--- src/rtl/rapid_recovery_pkg.sv ---
// Shared definitions for the HMR rapid-recovery path: restore phases and default sizes.
// Used by the recovery scheduler and by the restore datapath it steers.
package rapid_recovery_pkg;

  typedef enum logic [2:0] {
    IDLE    = 3'd0,
    HALT    = 3'd1,
    CSR     = 3'd2,
    RF      = 3'd3,
    PC      = 3'd4,
    RELEASE = 3'd5
  } recovery_phase_e;

  localparam int unsigned DefNumGroups = 4;
  localparam int unsigned DefNumCsrs   = 8;
  localparam int unsigned DefNumRfRegs = 32;

  // Index width that stays at least one bit wide for single-entry tables.
  function automatic int unsigned idx_w(input int unsigned n);
    return (n > 1) ? $clog2(n) : 1;
  endfunction

endpackage

--- src/rtl/hmr_rr_grant.sv ---
// Combinational round-robin pick: first set request bit at or after ptr_i, wrapping.
// The pointer itself lives in the caller.
module hmr_rr_grant #(
  parameter int unsigned NumGroups = 4,
  parameter int unsigned IdxW      = $clog2(NumGroups)
) (
  input  logic [NumGroups-1:0] req_i,
  input  logic [IdxW-1:0]      ptr_i,
  output logic [IdxW-1:0]      idx_o,
  output logic                 valid_o
);

  int unsigned     cand;
  logic [IdxW-1:0] cand_idx;

  always_comb begin
    idx_o    = '0;
    valid_o  = 1'b0;
    cand     = 0;
    cand_idx = '0;
    for (int unsigned off = 0; off < NumGroups; off++) begin
      cand     = (32'(ptr_i) + off) % NumGroups;
      cand_idx = IdxW'(cand);
      if (!valid_o && req_i[cand_idx]) begin
        valid_o = 1'b1;
        idx_o   = cand_idx;
      end
    end
  end

endmodule

--- src/rtl/hmr_recovery_sched.sv ---
// Rapid-recovery scheduler: grants one DMR group at a time onto the restore path and
// sequences halt, CSR replay, RF replay, PC replay and release for that group.
module hmr_recovery_sched
  import rapid_recovery_pkg::*;
#(
  parameter int unsigned NumGroups = DefNumGroups,
  parameter int unsigned NumCsrs   = DefNumCsrs,
  parameter int unsigned NumRfRegs = DefNumRfRegs,
  parameter int unsigned GrpIdxW   = $clog2(NumGroups),
  parameter int unsigned CsrAddrW  = idx_w(NumCsrs),
  parameter int unsigned RfAddrW   = idx_w(NumRfRegs)
) (
  input  logic                 clk_i,
  input  logic                 rst_i,
  input  logic [NumGroups-1:0] recovery_request_i,
  input  logic [NumGroups-1:0] cores_halted_i,
  output logic [NumGroups-1:0] recovery_finished_o,
  output logic [NumGroups-1:0] setback_o,
  output logic                 busy_o,
  output logic [GrpIdxW-1:0]   grp_sel_o,
  output logic                 csr_we_o,
  output logic [CsrAddrW-1:0]  csr_addr_o,
  input  logic                 csr_ready_i,
  output logic                 rf_we_o,
  output logic [RfAddrW-1:0]   rf_addr_o,
  input  logic                 rf_ready_i,
  output logic                 pc_we_o,
  input  logic                 pc_ready_i
);

  // Handshake: a restore write transfers in any cycle where *_we_o and *_ready_i are
  // both high; while ready is low, valid and address hold their values.

  recovery_phase_e state_q, state_d;
  logic [GrpIdxW-1:0]  grp_q, grp_d;
  logic [GrpIdxW-1:0]  rr_ptr_q, rr_ptr_d;
  logic [CsrAddrW-1:0] csr_cnt_q, csr_cnt_d;
  logic [RfAddrW-1:0]  rf_cnt_q, rf_cnt_d;

  logic [GrpIdxW-1:0] gnt_idx;
  logic               gnt_valid;

  hmr_rr_grant #(
    .NumGroups (NumGroups),
    .IdxW      (GrpIdxW)
  ) u_rr_grant (
    .req_i   (recovery_request_i),
    .ptr_i   (rr_ptr_q),
    .idx_o   (gnt_idx),
    .valid_o (gnt_valid)
  );

  always_ff @(posedge clk_i) begin
    if (rst_i) begin
      state_q   <= IDLE;
      grp_q     <= '0;
      rr_ptr_q  <= '0;
      csr_cnt_q <= '0;
      rf_cnt_q  <= '0;
    end else begin
      state_q   <= state_d;
      grp_q     <= grp_d;
      rr_ptr_q  <= rr_ptr_d;
      csr_cnt_q <= csr_cnt_d;
      rf_cnt_q  <= rf_cnt_d;
    end
  end

  always_comb begin
    state_d             = state_q;
    grp_d               = grp_q;
    rr_ptr_d            = rr_ptr_q;
    csr_cnt_d           = csr_cnt_q;
    rf_cnt_d            = rf_cnt_q;
    setback_o           = '0;
    recovery_finished_o = '0;
    csr_we_o            = 1'b0;
    rf_we_o             = 1'b0;
    pc_we_o             = 1'b0;

    case (state_q)
      IDLE: begin
        if (gnt_valid) begin
          grp_d    = gnt_idx;
          rr_ptr_d = (gnt_idx == GrpIdxW'(NumGroups - 1)) ? '0 : gnt_idx + 1'b1;
          state_d  = HALT;
        end
      end
      HALT: begin
        setback_o[grp_q] = 1'b1;
        if (cores_halted_i[grp_q]) state_d = CSR;
      end
      CSR: begin
        setback_o[grp_q] = 1'b1;
        csr_we_o         = 1'b1;
        // Leaving the phase wins over incrementing, so the index never wraps.
        if (csr_ready_i) begin
          if (csr_cnt_q == CsrAddrW'(NumCsrs - 1)) begin
            csr_cnt_d = '0;
            state_d   = RF;
          end else begin
            csr_cnt_d = csr_cnt_q + 1'b1;
          end
        end
      end
      RF: begin
        setback_o[grp_q] = 1'b1;
        rf_we_o          = 1'b1;
        if (rf_ready_i) begin
          if (rf_cnt_q == RfAddrW'(NumRfRegs - 1)) begin
            rf_cnt_d = '0;
            state_d  = PC;
          end else begin
            rf_cnt_d = rf_cnt_q + 1'b1;
          end
        end
      end
      PC: begin
        setback_o[grp_q] = 1'b1;
        pc_we_o          = 1'b1;
        if (pc_ready_i) state_d = RELEASE;
      end
      RELEASE: begin
        recovery_finished_o[grp_q] = 1'b1;
        state_d                    = IDLE;
      end
      default: state_d = IDLE;
    endcase
  end

  assign busy_o     = (state_q != IDLE);
  assign grp_sel_o  = grp_q;
  assign csr_addr_o = csr_cnt_q;
  assign rf_addr_o  = rf_cnt_q;

endmodule

--- config.mk ---
export PLATFORM = sky130hd
export DESIGN_NAME = hmr_recovery_sched
export DESIGN_NICKNAME = d
export VERILOG_FILES = /design/src/rtl/rapid_recovery_pkg.sv /design/src/rtl/hmr_rr_grant.sv /design/src/rtl/hmr_recovery_sched.sv
export SDC_FILE = /design/constraint.sdc
export NUM_CORES = 1
export LEC_CHECK = 0
export BUFFER_PORTS_ARGS = -buffer_cell sky130_fd_sc_hd__buf_2
export CAP_MARGIN = 10
export CORE_ASPECT_RATIO = 1.5
export CORE_MARGIN = 8
export CORE_UTILIZATION = 30
export DETAILED_ROUTE_END_ITERATION = 8
export GPL_TIMING_DRIVEN = 1
export PLACE_DENSITY_LB_ADDON = 0.12
export SLEW_MARGIN = 20
export SYNTH_ARGS = -nofsm -noshare
export SYNTH_HDL_FRONTEND = slang
export SYNTH_SLANG_ARGS = --single-unit
export TNS_END_PERCENT = 5
--- constraint.sdc ---
create_clock -name clk_i -period 3.97 [get_ports clk_i]
set_clock_uncertainty 0.1 [all_clocks]
set_input_delay 0.1985 -clock clk_i [delete_from_list [all_inputs] [get_ports clk_i]]
set_output_delay 0.1985 -clock clk_i [all_outputs]
set_load 0.02 [all_outputs]
==> flow_results.xml <==
<?xml version="1.0" encoding="UTF-8"?>
<metrics>
  <group name="status">
    <metric name="status" unit="">completed</metric>
  </group>
  <group name="floorplan">
    <metric name="io-pin-count" unit="">35</metric>
    <metric name="num_rows" unit="">25</metric>
    <metric name="starting_density" unit="%">31.3</metric>
    <metric name="core-area" unit="sq um">3130</metric>
    <metric name="fp.dieArea" unit="sq um">5380</metric>
    <metric name="horizontal_die_dimension" unit="um">62.6</metric>
    <metric name="die_height" unit="um">85.9</metric>
  </group>
  <group name="grt">
    <metric name="overflow" unit="">0</metric>
    <metric name="wire_length_of_the_first_global_routing_pass" unit="um">4170</metric>
    <metric name="grt_pass1_vias" unit="">982</metric>
    <metric name="largest_net_degree_at_the_start_of_global_routing" unit="">16</metric>
    <metric name="globalRouteTotalUtil" unit="%">9.25</metric>
    <metric name="antenna_found_initial" unit="">0</metric>
  </group>
  <group name="setup_path">
    <metric name="crit_fanout" unit="">8</metric>
    <metric name="crit_path_start_kind" unit="">flip-flop</metric>
    <metric name="reg2reg_depth" unit="">5</metric>
    <metric name="arrival" unit="ns">1.98</metric>
    <metric name="worstSetupEndpointType" unit="">flip-flop</metric>
    <metric name="worst-setup-path-type" unit="">reg2reg</metric>
    <metric name="worst_ep_required_time" unit="ns">4.05</metric>
  </group>
  <group name="logic_synthesis">
    <metric name="ys_seq_area_share" unit="%">30.7</metric>
    <metric name="post_synth.cell_area_avg" unit="sq um">8.02</metric>
    <metric name="synth.distinct_cells" unit="">37</metric>
    <metric name="async_reset_ff_share" unit="%">0</metric>
    <metric name="postSynthNetCount" unit="">139</metric>
    <metric name="postSynthRegisterBits" unit="">15</metric>
    <metric name="post_synth_main_area_contributors" unit="">sky130_fd_sc_hd__dfxtp_1 (31%), sky130_fd_sc_hd__nor2_1 (7.7%), sky130_fd_sc_hd__mux2i_1 (6.1%), sky130_fd_sc_hd__a21oi_1 (5.1%), sky130_fd_sc_hd__ha_1 (5.1%)</metric>
    <metric name="ys_dominant_reg_cell" unit="">sky130_fd_sc_hd__dfxtp_1</metric>
    <metric name="yosys_warning_total" unit="">0</metric>
    <metric name="number_of_synthesized_flops_with_an_enable_pin" unit="">0</metric>
    <metric name="yosys.area.top_type" unit="">sky130_fd_sc_hd__dfxtp_1</metric>
    <metric name="synth.top_cell.area_share" unit="%">30.7</metric>
    <metric name="synthCells" unit="">122</metric>
    <metric name="synth.cell_area" unit="sq um">978</metric>
  </group>
  <group name="sta">
    <metric name="tns" unit="ns">0</metric>
    <metric name="whs" unit="ns">0.183</metric>
    <metric name="finalWorstPathRequiredPeriod" unit="ns">1.90</metric>
    <metric name="final_hold_viol_count" unit="">0</metric>
    <metric name="slew_viol_final" unit="">0</metric>
    <metric name="grt_setup_unrepaired" unit="">no</metric>
    <metric name="slew_margin_rel" unit="%">75.6</metric>
    <metric name="transition_time_of_the_tightest_slew_check_pin" unit="ns">0.363</metric>
    <metric name="fmaxAchievable" unit="MHz">527</metric>
    <metric name="post_route_fraction_of_the_period_consumed_by_the_critical_path" unit="%">47.8</metric>
    <metric name="setup-violations-final" unit="">0</metric>
  </group>
  <group name="cts">
    <metric name="cts_max_path_buffers" unit="">2</metric>
    <metric name="cts.repair.resized" unit="">0</metric>
    <metric name="cts.hold.buffers_added" unit="">0</metric>
    <metric name="htree_levels" unit="">1</metric>
    <metric name="numCtsBuffers" unit="">3</metric>
    <metric name="cts_setup_buffers" unit="">0</metric>
    <metric name="cts_root_buf" unit="">sky130_fd_sc_hd__clkbuf_8</metric>
    <metric name="cts_tree" unit="">done</metric>
    <metric name="worstSkewPairLatency" unit="ns">0.25</metric>
    <metric name="clock-sinks" unit="">15</metric>
    <metric name="cts.clk_slew.worst_paths" unit="ns">0.06</metric>
  </group>
  <group name="placement">
    <metric name="placement.io_buffers" unit="">34</metric>
    <metric name="gp_routability_congestion" unit="">0.749</metric>
    <metric name="post-dp-hpwl" unit="um">1960</metric>
  </group>
  <group name="power">
    <metric name="leakage" unit="nW">0.547</metric>
    <metric name="power_density" unit="nW/um^2">370</metric>
    <metric name="ir_drop" unit="mV">0.190</metric>
  </group>
  <group name="job">
    <metric name="max_cap_viol_count" unit="">0</metric>
  </group>
  <group name="drt">
    <metric name="vias" unit="">977</metric>
    <metric name="routed_wl" unit="um">2480</metric>
    <metric name="firstDrtPassIters" unit="">4</metric>
    <metric name="vias_per_cell" unit="">5.06</metric>
    <metric name="final_antenna_net_count" unit="">0</metric>
    <metric name="total_drc_errors_in_the_routed_layout" unit="">0</metric>
    <metric name="routed_wire_length_per_instance" unit="um">12.9</metric>
    <metric name="first_iteration_detailed_routing_drc_count" unit="">52</metric>
  </group>
  <group name="layout">
    <metric name="flow.area_growth_from_synthesis" unit="%">21.6</metric>
    <metric name="final_net_count" unit="">171</metric>
    <metric name="share_of_final_layout_standard_cells_stronger_than_drive_strength_1" unit="%">26.8</metric>
    <metric name="num_antenna_cells" unit="">0</metric>
  </group>
  <group name="hold_path">
    <metric name="worst_hold_path.num_cells" unit="">3</metric>
    <metric name="hold_path.class" unit="">in2reg</metric>
  </group>
</metrics>
-- stage by stage --
| stage | setup WS, ns | instances | power (W) | cell area, sq um | util (%) |
|---|---|---|---|---|---|
| after detailed placement | 2.11 | 189 | 0.000321 | 1140 | 36.6 |
| final | 2.07 | 193 | 0.000440 | 1190 | 38.0 |
| after global placement | 2.16 | 189 | 0.000321 | 1140 | 36.6 |
| after CTS | 2.08 | 193 | 0.000446 | 1190 | 38.0 |
| after floorplan | 2.12 | 122 | 0.000291 | 978 | - |
| after global routing | 2.00 | 193 | 0.000469 | 1190 | 38.0 |
-- layer usage --
metal / GRT usage (%) / wire length, um
met5: 0 / 0
met4: 4.58 / 43
met3: 2.48 / 119
met2: 17.6 / 1310
met1: 8.90 / 1010
-- kinds of logic after synthesis --
group | after synthesis | share of synthesized area [%]
simple gates | 53 | 27.2
xor+xnor | 1 | 0.895
fa+ha+maj | 4 | 5.12
compound gates | 29 | 19.1
buf+inv | 12 | 7.42
flops | 15 | 30.7
mux | 8 | 9.59
-- path summary, 6_finish.rpt --
check / startpoint / endpoint / slack, ns
max: rf_addr_o[0] / rf_addr_o[2] / 2.07
min: rf_ready_i / rf_addr_o[4] / 0.18
min reg2reg: rf_addr_o[4] / rf_addr_o[4] / 0.39
max reg2reg: rf_addr_o[0] / rf_addr_o[2] / 2.07
-- power by group --
| group | leakage (nW) | internal, W | total (W) | switching [W] |
|---|---|---|---|---|
| Sequential | 0.122 | 0.000163 | 0.000187 | 0.0000242 |
| Clock | 0.0228 | 0.0000711 | 0.000124 | 0.0000527 |
| Combinational | 0.402 | 0.0000561 | 0.000130 | 0.0000735 |
-- sequential cells by signal (all words and copies together) (netlist names), named ones only --
signal,flops
rr_ptr_q,1
csr_addr_o,3
rf_addr_o,5
state_q,3
grp_sel_o,2
-- area by class of cell --
class	count	area, sq um
Clock buffer	4	45.0
Inverter	5	18.8
Multi-Input combinational cell	95	606
Fill cell	357	1940
Tap cell	40	50.0
Timing Repair Buffer	34	170
Sequential cell	15	300
-- layout by cell type, fill, tap and decap left out, drive strengths merged, types with 2 or more instances in the layout --
master  netlist  routed
a21oi        10      10
a311oi        2       2
a31oi         3       3
buf           5      34
clkbuf        2       4
dfxtp        15      15
ha            4       4
inv           5       5
mux2i         6       6
nand2         9       9
nand2b        5       5
nand3         3       3
nand3b        2       2
nor2         20      20
nor3          6       6
o21ai         7       7
-- worst max-delay path: stages (launching register included) --
cell	delay [ns]
sky130_fd_sc_hd__dfxtp_1	0.35
sky130_fd_sc_hd__ha_1	0.24
sky130_fd_sc_hd__and3_1	0.19
sky130_fd_sc_hd__ha_1	0.27
sky130_fd_sc_hd__or4b_1	0.52
sky130_fd_sc_hd__a21oi_1	0.16
-- cell usage after synthesis (2+ instances only) --
library cell	count
sky130_fd_sc_hd__nor2_1	20
sky130_fd_sc_hd__a21oi_1	10
sky130_fd_sc_hd__buf_6	3
sky130_fd_sc_hd__nand2_1	8
sky130_fd_sc_hd__mux2i_1	6
sky130_fd_sc_hd__a311oi_1	2
sky130_fd_sc_hd__nand3b_1	2
sky130_fd_sc_hd__clkbuf_1	2
sky130_fd_sc_hd__inv_1	5
sky130_fd_sc_hd__nor3_1	6
sky130_fd_sc_hd__a31oi_1	3
sky130_fd_sc_hd__o21ai_0	7
sky130_fd_sc_hd__nand3_1	3
sky130_fd_sc_hd__dfxtp_1	15
sky130_fd_sc_hd__ha_1	4
sky130_fd_sc_hd__nand2b_1	5
No activity file was read; power rests on OpenSTA's default activity.
